[src/rtl/rv32imf_obi_pkg.sv]
// Shared types and constants for the RV32IMF OBI-to-SRAM data bridge.
package rv32imf_obi_pkg;

  typedef enum logic [1:0] {
    StIdle,
    StWait,
    StAccess,
    StResp
  } state_e;

  typedef struct packed {
    logic        we;
    logic [3:0]  be;
    logic [29:0] addr;
    logic [31:0] wdata;
    logic        in_range;
  } req_t;

  localparam logic [31:0] OOR_RDATA       = 32'h0;
  localparam int unsigned MAX_WAIT_STATES = 15;

  typedef logic [$clog2(MAX_WAIT_STATES + 1)-1:0] wait_cnt_t;

endpackage

[src/rtl/rv32imf_obi_sram_bridge.sv]
// Core data-port slave: OBI req/gnt/rvalid to single-port synchronous SRAM.
// Optional RV32IMF_OBI_BRIDGE_RDATA_HOLD_EN keeps rdata_o at the last response between responses.
module rv32imf_obi_sram_bridge
  import rv32imf_obi_pkg::*;
#(
  parameter int unsigned DEPTH       = 16384,
  parameter int unsigned WAIT_STATES = 0,
  localparam int unsigned AW         = $clog2(DEPTH)
) (
  input  logic          clk_i,
  input  logic          rst_ni,
  input  logic          req_i,
  output logic          gnt_o,
  output logic          rvalid_o,
  input  logic          we_i,
  input  logic [3:0]    be_i,
  input  logic [31:0]   addr_i,
  input  logic [31:0]   wdata_i,
  output logic [31:0]   rdata_o,
  output logic          sram_req_o,
  output logic          sram_we_o,
  output logic [3:0]    sram_be_o,
  output logic [AW-1:0] sram_addr_o,
  output logic [31:0]   sram_wdata_o,
  input  logic [31:0]   sram_rdata_i
);

  logic        run_q;
  logic        in_range;
  logic        resp_valid;
  logic [31:0] resp_data;
  logic        unused_addr_lsb;

  assign in_range        = {2'b00, addr_i[31:2]} < DEPTH;
  assign unused_addr_lsb = ^addr_i[1:0];

  // Keeps grants (and hence SRAM strobes) low while in reset.
  always_ff @(posedge clk_i or negedge rst_ni) begin
    if (!rst_ni) begin
      run_q <= 1'b0;
    end else begin
      run_q <= 1'b1;
    end
  end

  if (WAIT_STATES == 0) begin : g_pipe
    logic accept;
    logic rvalid_q;
    logic rd_q;

    assign gnt_o        = run_q;
    assign accept       = req_i & run_q;
    assign sram_req_o   = accept & in_range;
    assign sram_we_o    = sram_req_o & we_i;
    assign sram_be_o    = sram_req_o ? be_i : '0;
    assign sram_addr_o  = sram_req_o ? addr_i[AW+1:2] : '0;
    assign sram_wdata_o = sram_req_o ? wdata_i : '0;

    always_ff @(posedge clk_i or negedge rst_ni) begin
      if (!rst_ni) begin
        rvalid_q <= 1'b0;
        rd_q     <= 1'b0;
      end else begin
        rvalid_q <= accept;
        rd_q     <= accept & ~we_i & in_range;
      end
    end

    assign resp_valid = rvalid_q;
    assign resp_data  = rd_q ? sram_rdata_i : OOR_RDATA;
  end else begin : g_fsm
    state_e    state_q, state_d;
    wait_cnt_t cnt_q, cnt_d;
    req_t      lat_q, lat_d;
    logic      access;
    logic      unused_lat_addr;

    assign unused_lat_addr = ^lat_q.addr;

    always_ff @(posedge clk_i or negedge rst_ni) begin
      if (!rst_ni) begin
        state_q <= StIdle;
        cnt_q   <= '0;
        lat_q   <= '0;
      end else begin
        state_q <= state_d;
        cnt_q   <= cnt_d;
        lat_q   <= lat_d;
      end
    end

    always_comb begin
      state_d = state_q;
      cnt_d   = cnt_q;
      lat_d   = lat_q;
      gnt_o   = 1'b0;
      unique case (state_q)
        StIdle: begin
          gnt_o = req_i & run_q;
          if (req_i & run_q) begin
            lat_d.we       = we_i;
            lat_d.be       = be_i;
            lat_d.addr     = addr_i[31:2];
            lat_d.wdata    = wdata_i;
            lat_d.in_range = in_range;
            cnt_d          = wait_cnt_t'(WAIT_STATES - 1);
            state_d        = StWait;
          end
        end
        StWait: begin
          if (cnt_q == '0) begin
            state_d = StAccess;
          end else begin
            cnt_d = cnt_q - 1'b1;
          end
        end
        StAccess: state_d = StResp;
        StResp:   state_d = StIdle;
        default:  state_d = StIdle;
      endcase
    end

    assign access       = (state_q == StAccess) & lat_q.in_range;
    assign sram_req_o   = access;
    assign sram_we_o    = access & lat_q.we;
    assign sram_be_o    = access ? lat_q.be : '0;
    assign sram_addr_o  = access ? lat_q.addr[AW-1:0] : '0;
    assign sram_wdata_o = access ? lat_q.wdata : '0;

    assign resp_valid = (state_q == StResp);
    assign resp_data  = (lat_q.in_range & ~lat_q.we) ? sram_rdata_i : OOR_RDATA;
  end

  assign rvalid_o = resp_valid;

`ifdef RV32IMF_OBI_BRIDGE_RDATA_HOLD_EN
  logic [31:0] hold_q;

  always_ff @(posedge clk_i or negedge rst_ni) begin
    if (!rst_ni) begin
      hold_q <= '0;
    end else if (resp_valid) begin
      hold_q <= resp_data;
    end
  end

  assign rdata_o = resp_valid ? resp_data : hold_q;
`else
  assign rdata_o = resp_valid ? resp_data : '0;
`endif

endmodule

[config.mk]
export PLATFORM = sky130hd
export DESIGN_NAME = rv32imf_obi_sram_bridge
export DESIGN_NICKNAME = d
export VERILOG_FILES = /design/src/rtl/rv32imf_obi_pkg.sv /design/src/rtl/rv32imf_obi_sram_bridge.sv
export SDC_FILE = /design/constraint.sdc
export NUM_CORES = 1
export LEC_CHECK = 0
export ABC_AREA = 1
export BUFFER_PORTS_ARGS = -buffer_cell sky130_fd_sc_hd__buf_2
export CAP_MARGIN = 20
export CORE_AREA = 3 3 73 75
export CTS_BUF_LIST = sky130_fd_sc_hd__clkbuf_4
export DETAILED_ROUTE_END_ITERATION = 16
export DIE_AREA = 0 0 76 78
export GPL_TIMING_DRIVEN = 1
export MAX_ROUTING_LAYER = met4
export PLACE_DENSITY_LB_ADDON = 0.2
export SYNTH_ARGS = -nofsm -noshare
export SYNTH_HDL_FRONTEND = slang
export SYNTH_SLANG_ARGS = --single-unit
[constraint.sdc]
create_clock -name clk_i -period 2 [get_ports clk_i]
set_input_delay 0.2 -clock clk_i [delete_from_list [all_inputs] [get_ports clk_i]]
set_output_delay 0.2 -clock clk_i [all_outputs]
set_load 0.05 [all_outputs]
Word level (Yosys, flattened, before mapping)
Cells that the tools add are included.
{ "word_totals": {"ff_bits": 3, "input_bits": 104, "elab_cells": 15} }
{ "op_classes": {"order_cmp": 1, "muxes": 5, "bitwise_logic": 6} }
{ "op_table": {"columns": ["op", "count"], "rows": [
  ["$mux 32", 3],
  ["$lt 30x15->1 const B", 1],
  ["$mux 14", 1],
  ["$and 1x1->1", 5],
  ["$mux 4", 1],
  ["$not 1->1", 1]
]} }

Depth between registers and ports, before layout
Gate-level depths: netlist of the first run.
{ "depth": {"depth_word": 3, "ltp_mapped": 6, "ltp_nobuf": 5} }

Worst setup path after synthesis of the first run
Ideal clock, no wire load.
{ "synth_path": {"kind": "register to output", "from": "reg run_q (netlist: gnt_o)", "to": "out sram_wdata_o[12]", "t_arrival_ps": 1860, "required_ps": 1800, "path_slack_ps": -60, "stages_incl_launch_ff": 6, "n_path_buf": 1, "cell_sequence": "dfrtp_1 -> nand2_1 -> nor2_2 -> nand3_4 -> buf_6 -> nor2_1"} }
{ "synth_between": {"elab_chain_len": 3} }
{ "synth_rtl": {"columns": ["element", "line", "source"], "rows": [
  ["start: declaration", "rv32imf_obi_sram_bridge.sv:28", "logic run_q;"],
  ["start signal: assignment", "rv32imf_obi_sram_bridge.sv:40", "run_q <= 1'b0;"],
  ["start signal: assignment", "rv32imf_obi_sram_bridge.sv:42", "run_q <= 1'b1;"],
  ["$and 1x1->1", "rv32imf_obi_sram_bridge.sv:52", "assign accept = req_i & run_q;"],
  ["$and 1x1->1", "rv32imf_obi_sram_bridge.sv:53", "assign sram_req_o = accept & in_range;"],
  ["$mux 32", "rv32imf_obi_sram_bridge.sv:57", "assign sram_wdata_o = sram_req_o ? wdata_i : '0;"],
  ["end: declaration", "rv32imf_obi_sram_bridge.sv:24", "output logic [31:0] sram_wdata_o,"]
]} }
Every way passes these cells.

Worst setup path after layout of the first run
{ "layout_path": {"from": "reg run_q (netlist: gnt_o)", "to": "out sram_wdata_o[2]"} }
The elaborated chain is that of the path after synthesis.

==> results by group, run 1 <==
Floorplanning
  – Core area: 4720 sq um
  – Ports: 190
  – Die Ht: 78 um
  – Initial Util: 19.0%
  – Die span in x: 76 um
  – # rows: 25
  – Die ar.: 5930 sq um

CTS
  – Num CTS Buffers: 3
  – TritonCTS clock tree: done
  – Clk slew on worst S/H paths: 0.04 ns
  – Setup Buffers After CTS: 0
  – Clock buffer depth: 2
  – CTS sink cnt: 3
  – H-tree depth: 1
  – Clk_lat worst skew: 0.23 ns
  – Root Buffer: clkbuf_4

Pwr
  – Leak: 1.63 nW
  – Peak supply drop: 84.5 uV
  – Pwr dens: 172 nW/um^2

Cells and area
  – Layout area overhead: 114%
  – Fin nets: 489
  – Fillers: 528
  – Antenna Cells: 0
  – FF/Latch Area: 75.1 sq um
  – Multi-input gate area: 442 sq um
  – Final Util: 40.8%
  – Share of cells above drive strength 1: 54.4%

Timing
  – Max-slew violation count: 0
  – RSZ-0062 raised after global routing: false
  – Setup Viol. Count Final: 0
  – Maximum clock frequency: 551 MHz
  – Period utilisation layout: 90.7%
  – Setup Skew: 0.00380 ns
  – Final worst slack: 0.186 ns
  – Fin crit period: 1.81 ns
  – Final Hold Fails: 0

Yosys
  – Most numerous cell in the Yosys netlist: inv_1
  – Post-synthesis average cell area: 4.54 sq um
  – Post-synth ARST share: 100%
  – Syn Nets: 302
  – Yosys warning total: 0
  – Largest cells by area after synthesis: inv_1, nor2_1, dfrtp_1
  – Netlist cell types: 11
  – Post-synthesis cell area: 898 sq um
  – Primary FF master, synth: dfrtp_1
  – FF+latch count, synth: 3
  – Part of the Yosys area used for sequential elements: 8.36%
  – Cell taking the most area after synthesis: inv_1
  – Post-Syn Instances: 198
  – Area share of the largest cell type after synthesis: 35.5%
  – Number of synthesized flops with an enable pin: 0
  – Commonest cells post-synth: inv_1, nor2_1, nor2_2

Drt
  – DRC: 0
  – DR pass1 iterations: 4
  – Via Count: 1595
  – Final wirelength: 3930 um
  – Iter 0 DRT Violations: 58
  – ANT nets after route: 0
  – Vias/cell: 3.54
  – WL/cell: 8.71 um

Placement
  – RD Place Congestion: 0.699
  – Port Buf Inserts: 187
  – Setup WS pre-CTS: 0.321 ns
  – Final HPWL DP: 3420 um

Run status
  – Status: complete, no violations

Global routing
  – Vias in the first global route: 1455
  – Total GRT Usage: 12.5%
  – First-pass GRT wire length: 6080 um
  – Largest net degree at the start of global routing: 38
  – Initial antenna violation count: 0
  – Gr ovfl total: 0

Worst hold path
  – Worst Hold Class: input pin to flip-flop

Setup path
  – Worst endpoint data arrival time: 1.61 ns
  – Worst setup path endpoint: sram_wdata_o[2]
  – CP endpoint kind: primary output
  – Reg-to-Reg End: g_pipe.rd_q
  – Worst Path Required: 1.80 ns
  – CP startpoint kind: flip-flop
  – Critical Path Source: gnt_o
  – WS Path Type: flip-flop to primary output
  – Crit Path Max Fanout: 37
  – FF-to-FF path depth: 5
  – RR Startpoint: gnt_o
  – Reg2reg setup slack: 0.81 ns

Flow run
  – Number of max-cap violations: 0
-- sequential cells by signal, summed over array words and instances, names as in the netlist --
register     count
rvalid_o         1
g_pipe.rd_q      1
gnt_o            1
-- logic make-up after synthesis --
family | Yosys count | synth area share, %
and+or+nand+nor | 101 | 48.2
other | 1 | 0.417
DFF | 3 | 8.36
buffers and inverters | 93 | 43.0
-- layout by cell type, fill, tap and decap left out, drive strengths merged --
cell type	instances
buf	188
nor2	94
inv	85
nand2	5
clkbuf	5
dfrtp	3
and2	1
nand3	1
conb	1
dlygate4sd3	1
-- layer usage --
metal  global-route usage [%]  share of wire (%)  vias to the layer above
met5                        -                  0                        -
met3                     3.25                 11                        6
met1                     11.2                 35                      619
li1                         -                  -                      871
met4                     5.62                1.7                        0
met2                     24.5                 52                       99
-- stage by stage --
stage / cells / hold slack (ns) / setup TNS [ns] / instance area, sq um / power (W)
after floorplan: 198 / -0.0956 / -2.15 / 903 / 0.000112
after global placement: 446 / -0.00345 / 0 / 1880 / 0.000208
after detailed placement: 446 / -0.00108 / 0 / 1880 / 0.000211
after CTS: 451 / 0.141 / 0 / 1920 / 0.000338
after global routing: 451 / 0.147 / 0 / 1930 / 0.000367
final: 451 / 0.149 / 0 / 1930 / 0.000331
-- repair_timing --
item / CTS / global route
hold buffers: 1 / 0
setup endpoints to repair: 0 / 1
resized for setup: 0 / 1
endpoints found under the hold margin: 3 / 0
-- how the worst min path moves through the flow --
stage                     startpoint          end  slack [ns]  cells after the start
final                           we_i  g_pipe.rd_q        0.15                      2
after global routing            we_i  g_pipe.rd_q        0.15                      2
after CTS                       we_i  g_pipe.rd_q        0.14                      2
after detailed placement      rst_ni     rvalid_o      -0.001                      1
after global placement        rst_ni     rvalid_o      -0.003                      1
after floorplan               rst_ni  g_pipe.rd_q        -0.1                      0
-- report_power, final --
| part | switching (W) | internal, W | leakage (nW) |
|---|---|---|---|
| Clock | 0.0000316 | 0.0000883 | 0.0184 |
| Sequential | 0.000000867 | 0.0000631 | 0.0385 |
| Combinational | 0.0000611 | 0.0000859 | 1.57 |
-- critical path, cell delays in order (launching register included) --
cell and delay [ns]:
dfrtp_1 0.33, nand2_1 0.07, nor2_2 0.15, nand3_4 0.20
buf_12 0.25, nor2_1 0.10, buf_2 0.27
-- final cells by class --
cell class	count	share of cell area (%)
Clock buffer	4	1.56
Timing Repair Buffer	190	50.7
Sequential cell	3	3.90
Multi-Input combinational cell	102	22.9
Tap cell	67	4.35
Inverter	85	16.6
Note: power is estimated with default switching activity, not from simulation.
==> inputs of run 2 (changes only) <==
==> constraint.sdc (replaced) <==
create_clock -name clk_i -period 2 [get_ports clk_i]
set_input_delay 0 -clock clk_i [delete_from_list [all_inputs] [get_ports clk_i]]
set_output_delay 0 -clock clk_i [all_outputs]
set_load 0.05 [all_outputs]
==> results by group, run 2 (synthesis results as in run 1) <==
Drt
  – Top sig layer: met4 (unchanged)
  – Wire length on met1: 1510 um (was 1380 um)
  – WL/cell: 9.14 um (was 8.71 um)
  – Final wirelength: 4140 um (was 3930 um)
  – ANT nets after route: 0 (unchanged)
  – Vias/cell: 3.45 (was 3.54)
  – DRC: 0 (unchanged)
  – Met3 wire len: 434 um (was 444 um)
  – Iter 0 DRT Violations: 26 (was 58)
  – DR pass1 iterations: 2 (was 4)
  – Met2 wire length: 2140 um (was 2030 um)
  – Via Count: 1565 (was 1595)

Floorplanning
  – Die Ht: 78 um (unchanged)
  – Core area: 4720 sq um (unchanged)
  – Ports: 190 (unchanged)
  – Die span in x: 76 um (unchanged)
  – Die ar.: 5930 sq um (unchanged)
  – Initial Util: 19.0% (unchanged)
  – # rows: 25 (unchanged)

Setup path
  – RR Startpoint: gnt_o (unchanged)
  – Worst Path Required: 2.00 ns (was 1.80 ns)
  – CP endpoint kind: primary output (unchanged)
  – WS Path Type: flip-flop to primary output (unchanged)
  – Worst endpoint data arrival time: 1.78 ns (was 1.61 ns)
  – Crit Path Max Fanout: 27 (was 37)
  – Crit-path slowest cell: dfrtp_1 (unchanged)
  – Bufs and invs on worst path: 2 (unchanged)
  – CP startpoint kind: flip-flop (unchanged)
  – Critical path cell sequence: nand2_1, nor2_2, nand3_4, buf_4, nor2_1, buf_2 (was nand2_1, nor2_2, nand3_4, buf_12, nor2_1, buf_2)
  – Slowest stage delay, CP: 0.33 ns (about the same)
  – Delay-heaviest family, CP: simple AND/OR/NAND/NOR gates (unchanged)
  – Critical Path Source: gnt_o (unchanged)

Pwr
  – Peak supply drop: 81.9 uV (was 84.5 uV)
  – Pwr dens: 172 nW/um^2 (about the same)
  – Leak: 1.63 nW (about the same)
  – Total power: 0.000331 W (about the same)

Cells and area
  – Final instance area: 1930 sq um (unchanged)
  – Fillers: 541 (was 528)
  – Commonest non-fill, non-tap cell in the layout: buf_2 (unchanged)
  – Antenna Cells: 0 (unchanged)
  – Fin nets: 491 (was 489)
  – Share of cells above drive strength 1: 53.9% (was 54.4%)
  – Final std cells w/o fill: 453 (was 451)
  – Most frequent cells in the layout: buf_2, inv_1, nor2_1 (unchanged)
  – Layout area overhead: 114% (unchanged)

CTS
  – Clock buffer depth: 2 (unchanged)
  – TritonCTS clock tree: done (unchanged)
  – Setup Buffers After CTS: 0 (unchanged)
  – H-tree depth: 1 (unchanged)
  – CTS-repair resized insts: 0 (unchanged)
  – Clk_lat worst skew: 0.23 ns (about the same)
  – Root Buffer: clkbuf_4 (unchanged)
  – Clk slew on worst S/H paths: 0.04 ns (about the same)
  – Num CTS Buffers: 3 (unchanged)
  – CTS sink cnt: 3 (unchanged)

Timing
  – Max-slew violation count: 0 (unchanged)
  – TNS Setup: 0 ns (unchanged)
  – Maximum clock frequency: 563 MHz (was 551 MHz)
  – Fin crit period: 1.78 ns (was 1.81 ns)
  – Setup Skew: 0.00135 ns (was 0.00380 ns)
  – RSZ-0062 raised after global routing: false (unchanged)
  – Setup Viol. Count Final: 0 (unchanged)
  – Period utilisation layout: 88.8% (was 90.7%)
  – Final Hold Fails: 0 (unchanged)

Placement
  – RD Place Congestion: 0.706 (was 0.699)
  – Placed Cells: 446 (unchanged)
  – Final HPWL DP: 3430 um (was 3420 um)
  – Placed standard-cell area: 1870 sq um (was 1880 sq um)
  – Port Buf Inserts: 187 (unchanged)

Global routing
  – Largest net degree at the start of global routing: 33 (was 38)
  – First-pass GRT wire length: 6420 um (was 6080 um)
  – Total GRT Usage: 13.2% (was 12.5%)
  – Vias in the first global route: 1443 (was 1455)
  – Initial antenna violation count: 0 (unchanged)
  – Gr ovfl total: 0 (unchanged)

Worst hold path
  – Worst Hold Class: input pin to flip-flop (unchanged)
  – Hold Startpoint: req_i (was we_i)

Flow run
  – Number of max-cap violations: 0 (unchanged)

Run status
  – Status: complete, no violations (unchanged)
run 2: area by class of cell:
class                   instances  area, sq um  share of cell area [%]
flip-flops and latches          3         75.1                    3.90
multi-input cells             103          447                    23.2
clock buffers                   4         30.0                    1.56
inverters                      85          319                    16.6
well taps                      67         83.8                    4.35
repair buffers                191          971                    50.4
run 2: worst reg2reg max path, delay by kind of cell, from the launching register on:
kind	cells	cell delay (ns)
flip-flops	1	0.33
AND/OR/NAND/NOR	4	0.89
run 2: final timing paths:
| kind | endpoint | slack, ns | cells past startpoint |
|---|---|---|---|
| worst min-delay path | rvalid_o | 0.02 | 3 |
| max in group asynchronous | g_pipe.rd_q | 1.77 | 2 |
| worst max register to register | g_pipe.rd_q | 0.70 | 4 |
| min in group asynchronous | gnt_o | 0.12 | 2 |
| worst max-delay path | sram_addr_o[5] | 0.22 | 6 |
| worst min register to register | rvalid_o | 0.51 | 2 |
run 2: layer usage:
| metal | global-route usage, % | vias to the layer above |
|---|---|---|
| met3 | 2.67 | 4 |
| met4 | 6.34 | 0 |
| met2 | 25.7 | 101 |
| li1 | - | 878 |
| met5 | - | - |
| met1 | 12.4 | 582 |
run 2: report_power, final:
part | switching (W) | internal, W
sequential | 0.000000861 | 0.0000631
combinational | 0.0000614 | 0.0000872
clock | 0.0000305 | 0.0000882
total | 0.0000927 | 0.000239
run 2: stage by stage:
step | worst slack [ns] | hold slack (ns) | util [%]
after floorplan | 0.140 | -0.296 | -
final | 0.225 | 0.0247 | 40.8
after detailed placement | 0.339 | -0.203 | 39.5
after global placement | 0.363 | -0.202 | 39.5
after CTS | 0.0703 | 0.0231 | 40.6
after global routing | 0.0309 | 0.0435 | 40.8
run 2: what timing repair did:
| action | 4_1_cts | 5_1_grt |
|---|---|---|
| endpoints found under the setup margin | 0 | 26 |
| hold buffers | 2 | 0 |
| endpoints found under the hold margin | 4 | 0 |
==> inputs of run 3 (changes only) <==
- ABC_AREA: 1 -> default
- CORE_AREA: 3 3 73 75 -> 4 4 72 74
- GPL_TIMING_DRIVEN: 1 -> 0
==> results by group, run 3 <==
Global routing
  – Gr ovfl total: 0 (unchanged)
  – Total GRT Usage: 13.7% (was 13.2%)
  – Largest net degree at the start of global routing: 11 (was 33)
  – Vias in the first global route: 1451 (was 1443)
  – Initial antenna violation count: 0 (unchanged)
  – First-pass GRT wire length: 6650 um (was 6420 um)

Timing
  – Fin crit period: 1.78 ns (about the same)
  – TNS Setup: 0 ns (unchanged)
  – Maximum clock frequency: 560 MHz (was 563 MHz)
  – Setup Skew: 0.0000327 ns (was 0.00135 ns)
  – Setup Viol. Count Final: 0 (unchanged)
  – Final worst slack: 0.215 ns (was 0.225 ns)
  – RSZ-0062 raised after global routing: false (unchanged)
  – Period utilisation layout: 89.2% (was 88.8%)
  – Final Hold Fails: 0 (unchanged)
  – Max-slew violation count: 0 (unchanged)

Yosys
  – Area share of the largest cell type after synthesis: 67.2% (was 35.5%)
  – Commonest cells post-synth: and3_1, clkbuf_1, buf_6 (was inv_1, nor2_1, nor2_2)
  – Number of synthesized flops with an enable pin: 0 (unchanged)
  – Post-synthesis average cell area: 6.92 sq um (was 4.54 sq um)
  – FF+latch count, synth: 3 (unchanged)
  – Yosys warning total: 0 (unchanged)
  – Most numerous cell in the Yosys netlist: and3_1 (was inv_1)
  – Primary FF master, synth: dfrtp_1 (unchanged)
  – Largest cells by area after synthesis: and3_1, dfrtp_1, buf_6 (was inv_1, nor2_1, dfrtp_1)
  – Post-Syn Instances: 113 (was 198)
  – Post-synth ARST share: 100% (unchanged)
  – Cell taking the most area after synthesis: and3_1 (was inv_1)
  – Netlist cell types: 10 (was 11)
  – Part of the Yosys area used for sequential elements: 9.60% (was 8.36%)
  – Post-synthesis cell area: 782 sq um (was 898 sq um)
  – Syn Nets: 217 (was 302)

Pwr
  – Comb power frac: 38.6% (was 44.9%)
  – Switching part of the total: 24.2% (was 28.0%)
  – Sw power: 0.0000729 W (was 0.0000927 W)
  – Pwr dens: 164 nW/um^2 (was 172 nW/um^2)
  – Clock power share: 39.8% (was 35.8%)
  – Seq pwr share: 21.7% (was 19.3%)
  – Total power: 0.000301 W (was 0.000331 W)
  – Internal: 0.000228 W (was 0.000239 W)
  – Peak supply drop: 95.3 uV (was 81.9 uV)
  – Leak: 1.54 nW (was 1.63 nW)

Floorplanning
  – Core area: 4600 sq um (was 4720 sq um)
  – Die Ht: 78 um (unchanged)
  – Die ar.: 5930 sq um (unchanged)
  – Die span in x: 76 um (unchanged)
  – # rows: 25 (unchanged)
  – Ports: 190 (unchanged)
  – Initial Util: 17.0% (was 19.0%)

Flow run
  – Number of max-cap violations: 0 (unchanged)

Cells and area
  – Layout area overhead: 134% (was 114%)
  – Final Util: 39.8% (was 40.8%)
  – Commonest non-fill, non-tap cell in the layout: buf_2 (unchanged)
  – Share of cells above drive strength 1: 65.2% (was 53.9%)
  – Antenna Cells: 0 (unchanged)
  – Final std cells w/o fill: 359 (was 453)
  – Most frequent cells in the layout: buf_2, and3_1, clkbuf_1 (was buf_2, inv_1, nor2_1)
  – Fin nets: 410 (was 491)

Setup path
  – Crit-path slowest cell: dfrtp_1 (unchanged)
  – Worst Path Required: 2.00 ns (about the same)
  – Bufs and invs on worst path: 2 (unchanged)
  – WS Path Type: flip-flop to primary output (unchanged)
  – CP most frequent cell: and3_1
  – Worst endpoint data arrival time: 1.78 ns (about the same)
  – CP endpoint kind: primary output (unchanged)
  – CP startpoint kind: flip-flop (unchanged)
  – Crit Path Max Fanout: 10 (was 27)
  – Delay-heaviest family, CP: simple AND/OR/NAND/NOR gates (unchanged)
  – Slowest stage delay, CP: 0.33 ns (about the same)
  – Critical path cell sequence: and2_1, and3_1, clkbuf_1, and3_1, buf_2 (was nand2_1, nor2_2, nand3_4, buf_4, nor2_1, buf_2)

Placement
  – Final HPWL DP: 3860 um (was 3430 um)
  – RD Place Congestion: 0.741 (was 0.706)
  – Placed Cells: 354 (was 446)
  – Setup WS pre-CTS: 0.225 ns (was 0.339 ns)
  – Port Buf Inserts: 187 (unchanged)

CTS
  – Clk slew on worst S/H paths: 0.04 ns (about the same)
  – TritonCTS clock tree: done (unchanged)
  – Clk_lat worst skew: 0.23 ns (about the same)
  – Num CTS Buffers: 3 (unchanged)
  – Setup Buffers After CTS: 0 (unchanged)
  – Clock buffer depth: 2 (unchanged)
  – H-tree depth: 1 (unchanged)
  – CTS sink cnt: 3 (unchanged)
  – Root Buffer: clkbuf_4 (unchanged)

Drt
  – Iter 0 DRT Violations: 20 (was 26)
  – DR pass1 iterations: 4 (was 2)
  – WL/cell: 12.2 um (was 9.14 um)
  – DRC: 0 (unchanged)
  – Vias/cell: 4.31 (was 3.45)
  – Final wirelength: 4360 um (was 4140 um)
  – ANT nets after route: 0 (unchanged)
  – Via Count: 1549 (was 1565)

Run status
  – Status: complete, no violations (unchanged)

Worst hold path
  – Worst Hold Class: input pin to flip-flop (unchanged)
[run 3: per-stage QoR]
stage          hold slack [ns]  area (sq um)
6_report                0.0587          1830
3_5_place_dp            -0.203          1790
4_1_cts                 0.0505          1840
5_1_grt                 0.0591          1830
2_1_floorplan           -0.296           782
3_3_place_gp            -0.203          1790
[run 3: power by group through the flow]
stage	sequential (W)	combinational, W	clock [W]
after floorplan	0.0000728	0.0000122	0
after global placement	0.0000660	0.000113	0
after CTS	0.0000652	0.000117	0.000128
after detailed placement	0.0000660	0.000114	0
after global routing	0.0000655	0.000131	0.000134
final	0.0000652	0.000116	0.000120
[run 3: path summary, 6_finish.rpt]
check / start / end / slack (ns) / cells past startpoint
worst max-delay path: gnt_o / sram_wdata_o[29] / 0.22 / 5
worst min-delay path: we_i / g_pipe.rd_q / 0.06 / 2
worst max register to register: gnt_o / rvalid_o / 0.82 / 2
worst min register to register: gnt_o / g_pipe.rd_q / 0.99 / 3
max in group asynchronous: rst_ni / rvalid_o / 1.79 / 2
min in group asynchronous: rst_ni / g_pipe.rd_q / 0.11 / 2
[run 3: worst reg2reg max path, stage by stage (launching register included)]
cell and delay [ns]:
dfrtp_1 0.36, and2_1 0.14, dlygate4sd3_1 0.55
[run 3: cell families (layout without fill, tap and decap cells)]
logic type             Yosys count  after routing  share of synthesized area [%]
DFF                              3              3                           9.60
other                            1              1                          0.480
and+or+nand+nor                 92             92                           77.0
buffers and inverters           17            209                           13.0
[run 3: final cells by class]
cell class / count / area, sq um
timing repair buffer: 189 / 956
tap: 54 / 67.6
clock buffer: 4 / 30.0
multi-input combinational: 93 / 606
buffer: 16 / 97.6
sequential: 3 / 75.1
fill: 500 / 2770
[run 3: layer usage]
layer | track usage, % | routed length [um] | vias up
li1 | - | - | 797
met1 | 13.8 | 1510 | 638
met2 | 25.0 | 2270 | 114
met3 | 4.64 | 578 | 0
met4 | 3.74 | 0 | 0
met5 | - | 0 | -
[run 3: repair_timing]
action | in CTS | in global routing
gates resized for setup | 0 | 0
hold buffers | 2 | 0
setup endpoints to repair | 0 | 50
endpoints found under the hold margin | 4 | 0
